File: src/rtl/vga_rx_monitor.sv
// vga_rx_monitor: recovers pixel timing from a VGA sync/rgb bus and checks geometry.
// Optional frame CRC output enabled by defining VGA_RX_CRC_EN.
module vga_rx_monitor #(
   parameter int   H_ACTIVE    = 640,
   parameter int   H_FP        = 16,
   parameter int   H_SYNC      = 96,
   parameter int   H_BP        = 48,
   parameter int   V_ACTIVE    = 480,
   parameter int   V_FP        = 10,
   parameter int   V_SYNC      = 2,
   parameter int   V_BP        = 33,
   parameter logic SYNC_POL    = 1'b0,
   parameter int   PIX_DIV     = 4,
   parameter int   LOCK_FRAMES = 2
) (
   input  logic        clk,
   input  logic        rst,
   input  logic        hsync,
   input  logic        vsync,
   input  logic [3:0]  red,
   input  logic [3:0]  green,
   input  logic [3:0]  blue,
   output logic        locked,
   output logic        frame_start,
   output logic        pix_valid,
   output logic [9:0]  pix_x,
   output logic [9:0]  pix_y,
   output logic [11:0] pix_rgb,
   output logic        line_err,
   output logic        frame_err,
   output logic [15:0] err_cnt,
`ifdef VGA_RX_CRC_EN
   output logic [15:0] frame_crc,
`endif
   output logic [11:0] meas_htotal,
   output logic [11:0] meas_vtotal
);
   localparam int H_TOTAL = H_ACTIVE + H_FP + H_SYNC + H_BP;
   localparam int V_TOTAL = V_ACTIVE + V_FP + V_SYNC + V_BP;

   localparam logic [7:0]  DIV_LAST = 8'(PIX_DIV - 1);
   localparam logic [7:0]  DIV_MID  = 8'(PIX_DIV / 2);
   localparam logic [7:0]  LOCK_N   = 8'(LOCK_FRAMES);
   localparam logic [11:0] H_LAST   = 12'(H_TOTAL - 1);
   localparam logic [11:0] H_SW     = 12'(H_SYNC);
   localparam logic [11:0] V_TOT    = 12'(V_TOTAL);
   localparam logic [11:0] V_SW     = 12'(V_SYNC);
   localparam logic [11:0] H_LO     = 12'(H_SYNC + H_BP);
   localparam logic [11:0] H_HI     = 12'(H_SYNC + H_BP + H_ACTIVE);
   localparam logic [11:0] V_LO     = 12'(V_SYNC + V_BP);
   localparam logic [11:0] V_HI     = 12'(V_SYNC + V_BP + V_ACTIVE);
   localparam logic [9:0]  H_LO10   = 10'(H_SYNC + H_BP);
   localparam logic [9:0]  V_LO10   = 10'(V_SYNC + V_BP);
   localparam logic [12:0] WD_MAX   = 13'(2 * H_TOTAL - 1);

   typedef enum logic [1:0] {SEARCH, TRACK, LOCK} state_t;

   state_t      state, state_nxt;
   logic [7:0]  gcnt, gcnt_nxt;
   logic        ferr_ev;

   logic        hs_a, hs_d, vs_a;
   logic [11:0] rgb_r;
   logic [7:0]  div;
   logic [11:0] hcnt, vcnt, vw;
   logic [12:0] wd;
   logic        h_first, seen_h, v_prev, lerr_seen;

   logic        h_rise, h_fall, tick, wd_hit, fs_ev;
   logic        lerr_ev, bad, in_act;
   logic [11:0] pidx;
   logic [9:0]  x, y;

   assign h_rise = hs_a & ~hs_d;
   assign h_fall = ~hs_a & hs_d;
   assign tick   = (div == DIV_MID);
   assign wd_hit = tick & ~h_rise & seen_h & (wd == WD_MAX);
   assign fs_ev  = h_rise & vs_a & ~v_prev;

   // Index of the pixel sampled on this tick; the first tick after an edge is pixel 0.
   assign pidx = h_first ? 12'd0 : hcnt + 12'd1;
   assign x    = pidx[9:0] - H_LO10;
   assign y    = vcnt[9:0] - V_LO10;

   assign in_act = tick & ~h_rise & (state != SEARCH)
                 & (pidx >= H_LO) & (pidx < H_HI)
                 & (vcnt >= V_LO) & (vcnt < V_HI);

   always_comb begin
      lerr_ev = 1'b0;
      if (h_rise && seen_h && hcnt != H_LAST) lerr_ev = 1'b1;
      if (h_fall && seen_h && pidx != H_SW)   lerr_ev = 1'b1;
      if (wd_hit)                             lerr_ev = 1'b1;
   end

   assign bad = (vcnt + 12'd1 != V_TOT) | (vw != V_SW)
              | lerr_seen | lerr_ev;

   always_comb begin
      state_nxt = state;
      gcnt_nxt  = gcnt;
      ferr_ev   = 1'b0;
      if (wd_hit) begin
         state_nxt = SEARCH;
         gcnt_nxt  = 8'd0;
      end else if (fs_ev) begin
         unique case (state)
            SEARCH: begin
               state_nxt = TRACK;
               gcnt_nxt  = 8'd0;
            end
            TRACK: begin
               if (bad) begin
                  gcnt_nxt = 8'd0;
                  ferr_ev  = 1'b1;
               end else begin
                  gcnt_nxt = gcnt + 8'd1;
                  if (gcnt + 8'd1 == LOCK_N) state_nxt = LOCK;
               end
            end
            LOCK: begin
               if (bad) begin
                  state_nxt = TRACK;
                  gcnt_nxt  = 8'd0;
                  ferr_ev   = 1'b1;
               end
            end
            default: state_nxt = SEARCH;
         endcase
      end
   end

   always_ff @(posedge clk) begin
      if (!rst) begin
         state <= SEARCH;
         gcnt  <= 8'd0;
      end else begin
         state <= state_nxt;
         gcnt  <= gcnt_nxt;
      end
   end

   assign locked = (state == LOCK);

   always_ff @(posedge clk) begin
      if (!rst) begin
         hs_a        <= 1'b0;
         hs_d        <= 1'b0;
         vs_a        <= 1'b0;
         rgb_r       <= '0;
         div         <= '0;
         hcnt        <= '0;
         vcnt        <= '0;
         vw          <= '0;
         wd          <= '0;
         h_first     <= 1'b0;
         seen_h      <= 1'b0;
         v_prev      <= 1'b0;
         lerr_seen   <= 1'b0;
         line_err    <= 1'b0;
         frame_err   <= 1'b0;
         frame_start <= 1'b0;
         err_cnt     <= '0;
         pix_valid   <= 1'b0;
         pix_x       <= '0;
         pix_y       <= '0;
         pix_rgb     <= '0;
         meas_htotal <= '0;
         meas_vtotal <= '0;
      end else begin
         hs_a  <= (hsync == SYNC_POL);
         hs_d  <= hs_a;
         vs_a  <= (vsync == SYNC_POL);
         rgb_r <= {red, green, blue};

         if (h_rise || div == DIV_LAST) div <= '0;
         else                           div <= div + 8'd1;

         if (h_rise) begin
            hcnt    <= '0;
            h_first <= 1'b1;
         end else if (tick) begin
            hcnt    <= pidx;
            h_first <= 1'b0;
         end

         if (h_rise || wd_hit)         wd <= '0;
         else if (tick && wd != WD_MAX) wd <= wd + 13'd1;

         if (wd_hit)      seen_h <= 1'b0;
         else if (h_rise) seen_h <= 1'b1;

         // vsync level is judged on the hsync edge so coincident edges resolve cleanly
         if (h_rise) begin
            meas_htotal <= hcnt + 12'd1;
            v_prev      <= vs_a;
            if (fs_ev) begin
               vcnt        <= '0;
               vw          <= 12'd1;
               meas_vtotal <= vcnt + 12'd1;
            end else begin
               vcnt <= vcnt + 12'd1;
               if (vs_a && v_prev) vw <= vw + 12'd1;
            end
         end

         if (fs_ev)        lerr_seen <= 1'b0;
         else if (lerr_ev) lerr_seen <= 1'b1;

         line_err    <= lerr_ev;
         frame_err   <= ferr_ev;
         frame_start <= fs_ev;
         if (ferr_ev && err_cnt != 16'hFFFF) err_cnt <= err_cnt + 16'd1;

         pix_valid <= in_act;
         if (in_act) begin
            pix_x   <= x;
            pix_y   <= y;
            pix_rgb <= rgb_r;
         end
      end
   end

`ifdef VGA_RX_CRC_EN
   logic [15:0] crc;

   function automatic logic [15:0] crc_upd(input logic [15:0] c,
                                           input logic [15:0] d);
      logic [15:0] r;
      r = c;
      for (int i = 15; i >= 0; i--) begin
         if (r[15] ^ d[i]) r = {r[14:0], 1'b0} ^ 16'h1021;
         else              r = {r[14:0], 1'b0};
      end
      return r;
   endfunction

   always_ff @(posedge clk) begin
      if (!rst) begin
         crc       <= 16'hFFFF;
         frame_crc <= '0;
      end else if (fs_ev) begin
         frame_crc <= crc;
         crc       <= 16'hFFFF;
      end else if (in_act) begin
         crc <= crc_upd(crc, {4'h0, rgb_r});
      end
   end
`endif

endmodule

File: config.mk
export PLATFORM = sky130hd
export DESIGN_NAME = vga_rx_monitor
export DESIGN_NICKNAME = d
export VERILOG_FILES = /design/src/rtl/vga_rx_monitor.sv
export SDC_FILE = /design/constraint.sdc
export NUM_CORES = 1
export LEC_CHECK = 0
export CELL_PAD_IN_SITES_DETAIL_PLACEMENT = 0
export CELL_PAD_IN_SITES_GLOBAL_PLACEMENT = 1
export CORE_ASPECT_RATIO = 0.9
export CORE_MARGIN = 5
export CORE_UTILIZATION = 40
export CTS_BUF_LIST = sky130_fd_sc_hd__clkbuf_4
export DETAILED_ROUTE_END_ITERATION = 10
export PLACE_DENSITY_LB_ADDON = 0.1
export SLEW_MARGIN = 20
export SYNTH_ARGS = -nofsm -noshare
export SYNTH_HDL_FRONTEND = slang
export SYNTH_SLANG_ARGS = --single-unit
export TNS_END_PERCENT = 5
File: constraint.sdc
create_clock -name clk -period 4.7 [get_ports clk]
set_input_delay 0.47 -clock clk [delete_from_list [all_inputs] [get_ports clk]]
set_output_delay 0.47 -clock clk [all_outputs]
set_load 0.03 [all_outputs]
Word level (Yosys, flattened, before mapping)
Index checks and enable logic that the tools add are counted.
- register bits: 162
- bits in latches: 0
- bits in writable memories: 0
- ROM bits: 0
- bits of input ports: 16
- output and inout bits: 77
- word-level logic and storage cells: 119
- memories kept: 0
- $add $sub $neg: 9
- $mul: 0
- div/mod/pow operators: 0
- $lt $le $gt $ge: 4
- equal/unequal tests: 15
- shifts and indexed selects: 0
- mux-type cells: 20
- bitwise operators: 22
- reductions and logical operators: 24
- operators with widths (cell ; number):
    $mux 12 ; 4
    $add 12x1->12 const B ; 3
    $eq 8x2->1 const B ; 3
    $lt 12x10->1 const B ; 2
    $ne 12x10->1 const B ; 2
    $pmux 8 s3 ; 1
    $add 16x1->16 const B ; 1
    $add 8x1->8 const B ; 2
    $mux 8 ; 2
    $ne 16x16->1 const B ; 1
    $add 13x1->13 const B ; 1
    $eq 13x11->1 const B ; 1
    $ne 13x11->1 const B ; 1
    $and 1x1->1 ; 12
    $ge 12x6->1 const B ; 1
    $ge 12x8->1 const B ; 1
    $ne 12x2->1 const B ; 1
    $ne 12x7->1 const B ; 1
    $reduce_or 2->1 ; 6
    $sub 10x6->10 const B ; 1
    $sub 10x8->10 const B ; 1
    $mux 1 ; 9
    $logic_and 1x1->1 ; 7
    $not 1->1 ; 7
    other kinds (14) ; 23

Depth between registers and ports, before layout
Gate-level depths: netlist of run 1.
- depth after elaboration: 13
- mapped depth: 15

Worst setup path after synthesis of run 1
Ideal clock, no wire load.
- path kind: reg2reg
- start: register hcnt[1]
- end: register gcnt[6]
- library setup time: 0.074 ns
- arrival time: 2.908 ns
- required time: 4.626 ns
- slack: 1.718 ns
- stages on the path, launching flop included: 16
- path buffers: 2
- path through: dfxtp_1 > ha_1 > clkbuf_1 > nand3_1 > xor2_1 > nor2_1 > inv_1 > ha_1 > nand2_1 > nor3_1 > o211ai_1 > o31a_1 > buf_1 > nor4b_2 > o21ai_0 > o21ai_0
- word-level cells in the longest chain between the ends: 9
- elaborated cells on any way between the ends: 14
- RTL lines (element ; RTL line ; source):
    start: declaration ; 65 ; logic [11:0] hcnt, vcnt, vw;
    start signal: assignment ; 183 ; hcnt <= pidx;
    $add 12x1->12 (*) ; 81 ; assign pidx = h_first ? 12'd0 : hcnt + 12'd1;
    $mux 12 (*) ; 81 ;
    net pidx[4] ; 71 ; logic [11:0] pidx;
    $ne 12x7->1 (*) ; 92 ; if (h_fall && seen_h && pidx != H_SW) lerr_ev = 1'b1;
    $logic_and 1x1->1 (*) ; 92 ;
    $mux 1 (*) ; 92 ;
    $mux 1 (*) ; 93 ; if (wd_hit) lerr_ev = 1'b1;
    $or 1x1->1 (*) ; 97 ; | lerr_seen | lerr_ev;
    $mux 8 / $ne 2x1->1 (equally long branches) ; -- ;
    $pmux 8 s3 / $reduce_and 3->1 (equally long branches) ; -- ;
    end signal: assignment ; 139 ; gcnt <= gcnt_nxt;
    end: declaration ; 59 ; logic [7:0] gcnt, gcnt_nxt;
Mark *: on every way through the listed nets, which the timed path passes. The rest lies on a longest branch.
A chain may end at the register's enable or synchronous reset.

Worst setup path after layout of run 1
- start: register hcnt[0]
- end: register err_cnt[5]
- word-level cells in the longest chain between the ends: 12
- elaborated cells on any way between the ends: 15
- RTL lines (element ; RTL line ; source):
    $add 12x1->12 ; 81 ;
    $mux 12 ; 81 ;
    net pidx[4] ; 71 ;
    $ne 12x7->1 ; 92 ;
    $logic_and 1x1->1 ; 92 ;
    $mux 1 ; 92 ;
    $mux 1 ; 93 ;
    $or 1x1->1 ; 97 ;
    $mux 1 ; 113, 122 ;
    $mux 1 ; -- ;
    $mux 1 ; 106 ; end else if (fs_ev) begin
    $mux 1 ; 103 ; if (wd_hit) begin
    $logic_and 1x1->1 ; 213 ; if (ferr_ev && err_cnt != 16'hFFFF) err_cnt <= err_cnt + 16'd1;
    end signal: assignment ; 213 ;
    end: declaration ; 31 ; output logic [15:0] err_cnt,
The timed path passes the listed nets, and every way through them passes these cells.

==> results by group, run 1 <==
Outcome
  • Run status: finished clean

Logic synthesis
  • Post-synthesis instance total: around 920
  • Synth Net Count: roughly 950
  • Ys async rst share: 0%
  • Number of synthesized flops with an enable pin: 0
  • Ys flop type: dfxtp_1
  • Synth Cell Area: 7722 µm²
  • Syn avg cell area: roughly 8.4 µm²
  • Synth warn: 0
  • Seq/Total Area, Yosys: a little over two fifths
  • Flops & latches, synth: ~160
  • Synth unique cells: 61

Clock tree
  • CTS tree: done
  • Root Buffer: clkbuf_4
  • Post-cts resize count: 0
  • Hold_buf cts: 0
  • CTS buffer count: 17
  • Clock Sinks: roughly 160
  • Clock Path Buffers: 2
  • Postcts setup bufs: 0
  • H-tree depth: 4
  • Clock latency at the later pin of the worst-skew pair: around 560 ps
  • Worst-path clk slew: approximately 150 ps

Global routing
  • Largest net degree at the start of global routing: 74
  • Global-route wire length before repair: ~31,000 µm
  • Initial antenna violation count: 0
  • Congestion Overflow GR: 0
  • Total track usage: ~17%
  • Number of global-route vias before repair: 5,852

Critical path
  • Data required, critical path: approximately 5200 ps
  • R2R depth: 13
  • Slowest stage delay, CP: about 590 ps
  • CP most frequent cell: ha_1
  • Critical-path cell list: ha_1 -> nand3_1 -> xor2_1 -> nor2_1 -> inv_1 -> ha_1 -> nand2_1 -> nor3_1 -> o211ai_1 -> o31a_1 -> o211ai_4 -> or4_1 -> a21oi_1
  • Critical Path Fanout Max: 27
  • Crit path max-delay family: compound AO/OA/AOI/OAI gates
  • Startpoint Class: flop
  • Worst path depth: 13
  • Element type at the critical path end: flop
  • CP max-delay cell: or4_1
  • Critical path arrival: roughly 4200 ps
  • Buf/Inv on CP: 1
  • Critical setup path kind: reg -> reg

Placed design
  • Dpl cell area: just under 9000 µm²
  • RePlAce Congestion: between 0.8 and 0.9
  • Pre-CTS setup slack: 988.3 ps
  • HPWL after DPL: between 10,000 and 15,000 µm
  • Placed instance count: 1,209
  • Port Buffers: 92

Timing
  • Slew HR: 37.13%
  • Final Worst Setup Slack: 994.2 ps
  • Final Setup Violations: 0
  • RSZ-0062 raised after global routing: no
  • Final min period: between 3000 and 4000 ps
  • Fraction of the cycle the final worst path needs: about 80%
  • Worst Skew: about 16 ps
  • Final hold violation count: 0
  • Hold Slack: 427.6 ps
  • Total negative slack: 0 ps
  • Fmax: 269.8 MHz
  • Slew Viols, Final: 0
  • Worst-margin pin slew: ~940 ps

Route
  • Final ANT Viol Nets: 0
  • DRT Pass-1 Iters: 5
  • Via/cell ratio: 5.196
  • DRC: 0
  • Vias: ~6,400
  • Total routed wirelength: roughly 19,000 µm
  • DR iter-0 viols: just over 400
  • Wire per inst: between 15 and 20 µm

Job
  • Max-cap viol count: 0

Power
  • Clock power frac: between 30% and 40%
  • Net switching power: 0.0006697 W
  • Reg power frac: a little under three fifths
  • Pwr dens: approximately 270 nW/µm²
  • Static Leak: between 3 and 4 nW
  • Internal: 0.001788 W
  • Combinational power share: approximately 6.4%
  • Sw frac: a little over a quarter
  • Peak VDD IR: roughly 0.00016 V

Final layout
  • Final nets: a little over 1,000
  • Post-route cell area: ~9100 µm²
  • # diodes: 0
  • Synth-to-Final Area Change: 17.27%
  • Layout cell share with drive strength beyond 1: 5.752%
  • Non-filler cells, final: roughly 1,200
  • # fillers: about 1,900

Floorplanning
  • Core area: 19,100 µm²
  • Initial Util: roughly two fifths
  • Row count: 48
  • DIE AREA: approximately 22,000 µm²
  • Die Y: approximately 140 µm
  • IO Count: between 90 and 100
  • Die Wd: 156.5 µm

Min path
  • Hold Path Stages: 2
  • Worst min-delay path category: in -> reg
## through the flow
step	util, %	power [W]
after global routing	47.42	0.002582
final	47.42	0.002458
after global placement	45.85	0.001604
after floorplan	-	0.001540
after CTS	47.42	0.002495
after detailed placement	45.85	0.001604
## logic make-up after synthesis
group | after synthesis | share of synthesized area (%)
buffers and inverters | 82 | 4.504
flip-flops | 162 | 42.00
AO/OA/AOI/OAI | 153 | 13.16
XOR/XNOR | 53 | 6.011
multiplexers | 31 | 4.018
AND/OR/NAND/NOR | 419 | 27.40
adder cells (fa/ha/maj) | 18 | 2.916
## registers in the layout, summed over array words and instances (netlist names), 2 cells and up
| name | count |
|---|---|
| vw | 12 |
| gcnt | 8 |
| pix_rgb | 12 |
| pix_x | 10 |
| pix_y | 10 |
| hcnt | 12 |
| meas_htotal | 12 |
| rgb_r | 12 |
| err_cnt | 16 |
| div | 8 |
| wd | 13 |
| state | 2 |
| vcnt | 12 |
| meas_vtotal | 12 |
## power groups by stage
stage	Sequential (W)	Combinational (W)	Clock, W
after global placement	0.00144	0.000161	0
after floorplan	0.00146	0.0000831	0
final	0.00141	0.000157	0.000887
after global routing	0.00142	0.000173	0.000990
after detailed placement	0.00144	0.000160	0
after CTS	0.00141	0.000161	0.000920
## synth_stat cells (all sizes together), types with 22 or more instances
library cell | instances | area share [%]
dfxtp | 162 | 42
nor2 | 150 | 7.3
nand2 | 73 | 3.5
a21oi | 41 | 2.7
nand3 | 40 | 2.6
o21ai | 34 | 2.2
clkbuf | 33 | 1.6
xor2 | 33 | 3.7
mux2i | 31 | 4.0
a211oi | 28 | 2.7
buf | 25 | 1.7
inv | 24 | 1.2
nor3 | 23 | 1.5
nand4 | 22 | 1.8
## path summary, 6_finish.rpt
check | start | to | slack (ps)
setup reg to reg | hcnt[0]$_SDFFE_PP0N_ | err_cnt[5]$_SDFFE_PN0P_ | 990
setup / recovery | hcnt[0]$_SDFFE_PP0N_ | err_cnt[5]$_SDFFE_PN0P_ | 990
hold reg to reg | rgb_r[0]$_SDFF_PN0_ | pix_rgb[0]$_SDFFE_PN0P_ | 470
hold / removal | hsync | hs_a$_SDFF_PN0_ | 430
## per-layer routing
layer  vias to the layer above  global-route usage, %  part of all wire (%)
met1                      2979                  24.84                    50
li1                       3358                      -                     -
met5                         -                      0                     0
met3                         5                  4.148                   3.8
met4                         0                  3.059                  0.46
met2                       106                  27.37                    45
## cells in the final DEF (no fill, tap or decap), types with 4 or more instances in the layout
| cell | netlist | final |
|---|---|---|
| nor4_1 | 10 | 10 |
| nand2_1 | 73 | 73 |
| or3_1 | 12 | 12 |
| nand4_1 | 22 | 22 |
| dfxtp_1 | 162 | 162 |
| nor3_1 | 23 | 23 |
| a211oi_1 | 28 | 28 |
| nand3_1 | 40 | 40 |
| and2_1 | 20 | 20 |
| nand2b_1 | 10 | 10 |
| nor4b_1 | 4 | 4 |
| inv_1 | 24 | 23 |
| nor2b_1 | 7 | 6 |
| ha_1 | 18 | 18 |
| o31ai_1 | 10 | 10 |
| mux2i_1 | 31 | 31 |
| or4_1 | 8 | 8 |
| o21ai_0 | 32 | 32 |
| a21oi_1 | 41 | 41 |
| o21a_1 | 5 | 5 |
| xor2_1 | 33 | 33 |
| a311oi_1 | 5 | 5 |
| a22oi_1 | 4 | 4 |
| and4_1 | 5 | 5 |
| nand4b_1 | 4 | 4 |
| and3_1 | 11 | 11 |
| xnor2_1 | 20 | 20 |
| buf_4 | 2 | 7 |
| inv_6 | 0 | 5 |
| clkbuf_4 | 0 | 17 |
| nor4_2 | 4 | 4 |
| clkdlybuf4s50_1 | 0 | 92 |
| nor2_1 | 150 | 149 |
## cell type report
| class | instances | area (µm²) | area share (%) |
|---|---|---|---|
| well taps | 250 | 312.8 | 3.454 |
| multi-input cells | 674 | 4136 | 45.68 |
| inverters | 24 | 90.09 | 0.9947 |
| clock buffers | 17 | 127.6 | 1.409 |
| flip-flops and latches | 162 | 3243 | 35.81 |
| clock inverters | 15 | 172.7 | 1.907 |
| repair buffers | 99 | 973.4 | 10.75 |
Power figures use the tool's default switching activity.
==> run 2: changes to the inputs <==
CORE_UTILIZATION = 39   (was 40)
clock period = 3.1 ns   (was 4.7 ns; I/O delays follow)
==> results by group, run 2 (synthesis results as in run 1) <==
Outcome
  • Run status: finished clean (unchanged)

Timing
  • Hold Slack: 252.9 ps (was 427.6 ps)
  • Final hold violation count: 0 (unchanged)
  • Worst-margin pin slew: 640.7 ps (was 939.6 ps)
  • Total negative slack: 0 ps (unchanged)
  • Worst Skew: 20.58 ps (was 15.77 ps)
  • Fmax: 336.0 MHz (was 269.8 MHz)
  • Slew Viols, Final: 0 (unchanged)
  • Final min period: 2976 ps (was 3706 ps)
  • Slew HR: 57.00% (was 37.13%)
  • Final Setup Violations: 0 (unchanged)
  • Fraction of the cycle the final worst path needs: 96.01% (was 78.85%)

Clock tree
  • CTS buffer count: 17 (unchanged)
  • Worst-path clk slew: 150 ps (about the same)
  • CTS tree: done (unchanged)
  • Clock latency at the later pin of the worst-skew pair: 580 ps (was 560 ps)
  • Root Buffer: clkbuf_4 (unchanged)
  • Hold_buf cts: 0 (unchanged)
  • Clock Path Buffers: 2 (unchanged)
  • Clock Sinks: 162 (unchanged)
  • H-tree depth: 4 (unchanged)

Placed design
  • HPWL after DPL: 14,120 µm (was 13,550 µm)
  • Port Buffers: 92 (unchanged)
  • RePlAce Congestion: 0.8409 (was 0.8037)

Final layout
  • Most frequent cells in the layout: dfxtp_1, nor2_1, clkdlybuf4s50_1 (unchanged)
  • Top Registers: err_cnt: 16 flops, wd: 13 flops (unchanged)
  • Max reg flops: 16 (unchanged)
  • Final nets: 1,066 (was 1,012)
  • Commonest non-fill, non-tap cell in the layout: dfxtp_1 (unchanged)
  • Layout cell share with drive strength beyond 1: 11.87% (was 5.752%)
  • Synth-to-Final Area Change: 24.64% (was 17.27%)
  • Biggest register: err_cnt (unchanged)

Route
  • Via/cell ratio: 5.114 (was 5.196)
  • Final ANT Viol Nets: 0 (unchanged)
  • DR iter-0 viols: 337 (was 406)
  • DRT Pass-1 Iters: 7 (was 5)
  • Wire per inst: 15.38 µm (was 15.54 µm)
  • DRC: 0 (unchanged)
  • Total routed wirelength: 19,940 µm (was 19,280 µm)
  • Vias: 6,628 (was 6,448)

Floorplanning
  • Die Wd: 158.3 µm (was 156.5 µm)
  • Row count: 48 (unchanged)
  • Initial Util: 39.93% (was 40.44%)
  • Core area: 19,340 µm² (was 19,100 µm²)
  • Die Y: 143.5 µm (was 141.8 µm)
  • IO Count: 93 (unchanged)
  • DIE AREA: 22,720 µm² (was 22,190 µm²)

Power
  • Reg power frac: 58.4% (was 57.5%)
  • Peak VDD IR: 0.0002076 V (was 0.0001593 V)
  • Clock power frac: 34.4% (was 36.1%)
  • Combinational power share: 7.1% (was 6.4%)
  • Static Leak: 3.341 nW (was 3.031 nW)
  • Net switching power: 0.001066 W (was 0.0006697 W)
  • Pwr dens: 380.6 nW/µm² (was 271.4 nW/µm²)
  • Internal: 0.002598 W (was 0.001788 W)
  • Sw frac: 29.09% (was 27.24%)

Critical path
  • Startpoint Class: flop (unchanged)
  • R2R depth: 10 (was 13)
  • Reg2Reg Capture Point: err_cnt[7]$_SDFFE_PN0P_ (was err_cnt[5]$_SDFFE_PN0P_)
  • Reg-to-reg slack, setup: 120 ps (was 990 ps)
  • Element type at the critical path end: flop (unchanged)
  • Data required, critical path: 3610 ps (was 5200 ps)
  • Critical path arrival: 3490 ps (was 4200 ps)
  • Critical Path Fanout Max: 7 (was 27)
  • Critical setup path kind: reg -> reg (unchanged)
  • Worst reg2reg path startpoint: div[5]$_SDFF_PP0_ (was hcnt[0]$_SDFFE_PP0N_)

Global routing
  • Number of global-route vias before repair: 6,103 (was 5,852)
  • Total track usage: 17.60% (was 17.46%)
  • Congestion Overflow GR: 0 (unchanged)
  • Global-route wire length before repair: 32,200 µm (was 31,380 µm)
  • Initial antenna violation count: 1 (was 0)
  • Largest net degree at the start of global routing: 74 (unchanged)

Min path
  • Worst min-delay path category: in -> reg (unchanged)
  • WHS Endpoint: hs_a$_SDFF_PN0_ (unchanged)
  • Hold Crit Start: hsync (unchanged)
  • Hold Path Stages: 2 (unchanged)

Job
  • Max-cap viol count: 0 (unchanged)
==> run 2: metal layers <==
metal  routed length, µm  share of wire [%]  GRT usage (%)  up-vias
met5                   0                  0              0        -
met4                 192               0.96          3.770        0
met3                 913                4.6          4.306       11
met2                8992                 45          28.14      121
met1                9838                 49          24.27     3029
li1                    -                  -              -     3467
==> run 2: cell type report <==
cell class	count	area, µm²
multi-input cells	674	4197
flip-flops and latches	162	3251
inverters	24	90.09
diodes	1	2.502
repair buffers	153	1489
fillers	1930	9713
clock inverters	15	156.4
well taps	250	312.8
clock buffers	17	127.6
==> run 2: worst max-delay path by stage <==
stage | start | slack [ps] | endpoint
2_1_floorplan | hcnt[1]$_SDFFE_PP0N_ | 120 | gcnt[6]$_SDFFE_PP0P_
3_3_place_gp | vw[0]$_SDFFE_PN0P_ | 50 | err_cnt[13]$_SDFFE_PN0P_
3_5_place_dp | vcnt[1]$_SDFFE_PN0P_ | 40 | err_cnt[13]$_SDFFE_PN0P_
4_1_cts | vcnt[1]$_SDFFE_PN0P_ | 40 | err_cnt[13]$_SDFFE_PN0P_
5_1_grt | vcnt[1]$_SDFFE_PN0P_ | -1 | err_cnt[1]$_SDFFE_PN0P_
6_report | div[5]$_SDFF_PP0_ | 120 | err_cnt[7]$_SDFFE_PN0P_
==> run 2: timing repair <==
action,CTS,global route
endpoints found under the setup margin,0,54
setup buffers,0,6
resized for setup,0,18
==> run 2: power by group through the flow <==
stage | clock, W | combinational, W | sequential, W
6_report | 0.00126 | 0.000262 | 0.00214
5_1_grt | 0.00142 | 0.000288 | 0.00215
3_5_place_dp | 0 | 0.000262 | 0.00219
2_1_floorplan | 0 | 0.000126 | 0.00221
3_3_place_gp | 0 | 0.000263 | 0.00218
4_1_cts | 0.00133 | 0.000263 | 0.00214
==> run 2: worst max-delay path, cell delays in order, from the launching register on <==
cell and delay [ps]:
dfxtp_2 370, or4_4 540, or4_4 470, o22ai_4 180, nand4b_1 150, or3b_4 160, o211ai_4 90, buf_12 150
clkbuf_16 150, or4_1 490, a21oi_1 150
==> run 2: stage by stage <==
stage | instance area, µm² | power [W] | util [%] | setup WS [ps] | instances
3_5_place_dp | 9124 | 0.002448 | 47.18 | 40.62 | 1253
4_1_cts | 9408 | 0.003734 | 48.65 | 42.69 | 1285
3_3_place_gp | 9124 | 0.002447 | 47.18 | 45.07 | 1253
5_1_grt | 9625 | 0.003857 | 49.77 | -1.144 | 1296
2_1_floorplan | 7722 | 0.002335 | - | 117.5 | 918
6_report | 9625 | 0.003664 | 49.77 | 123.8 | 1296
==> run 3: changes to the inputs <==
==> constraint.sdc (replaced) <==
create_clock -name clk -period 3.1 [get_ports clk]
set_input_delay 0.31 -clock clk [delete_from_list [all_inputs] [get_ports clk]]
set_output_delay 0.31 -clock clk [all_outputs]
set_load 0.005 [all_outputs]
==> results of run 3 <==
Same layout as run 2 (identical final DEF). Status: finished clean.
Among the figures that moved: total power 0.003664 W -> 0.003636 W; worst IR drop on VDD 0.0002076 V -> 0.0002075 V
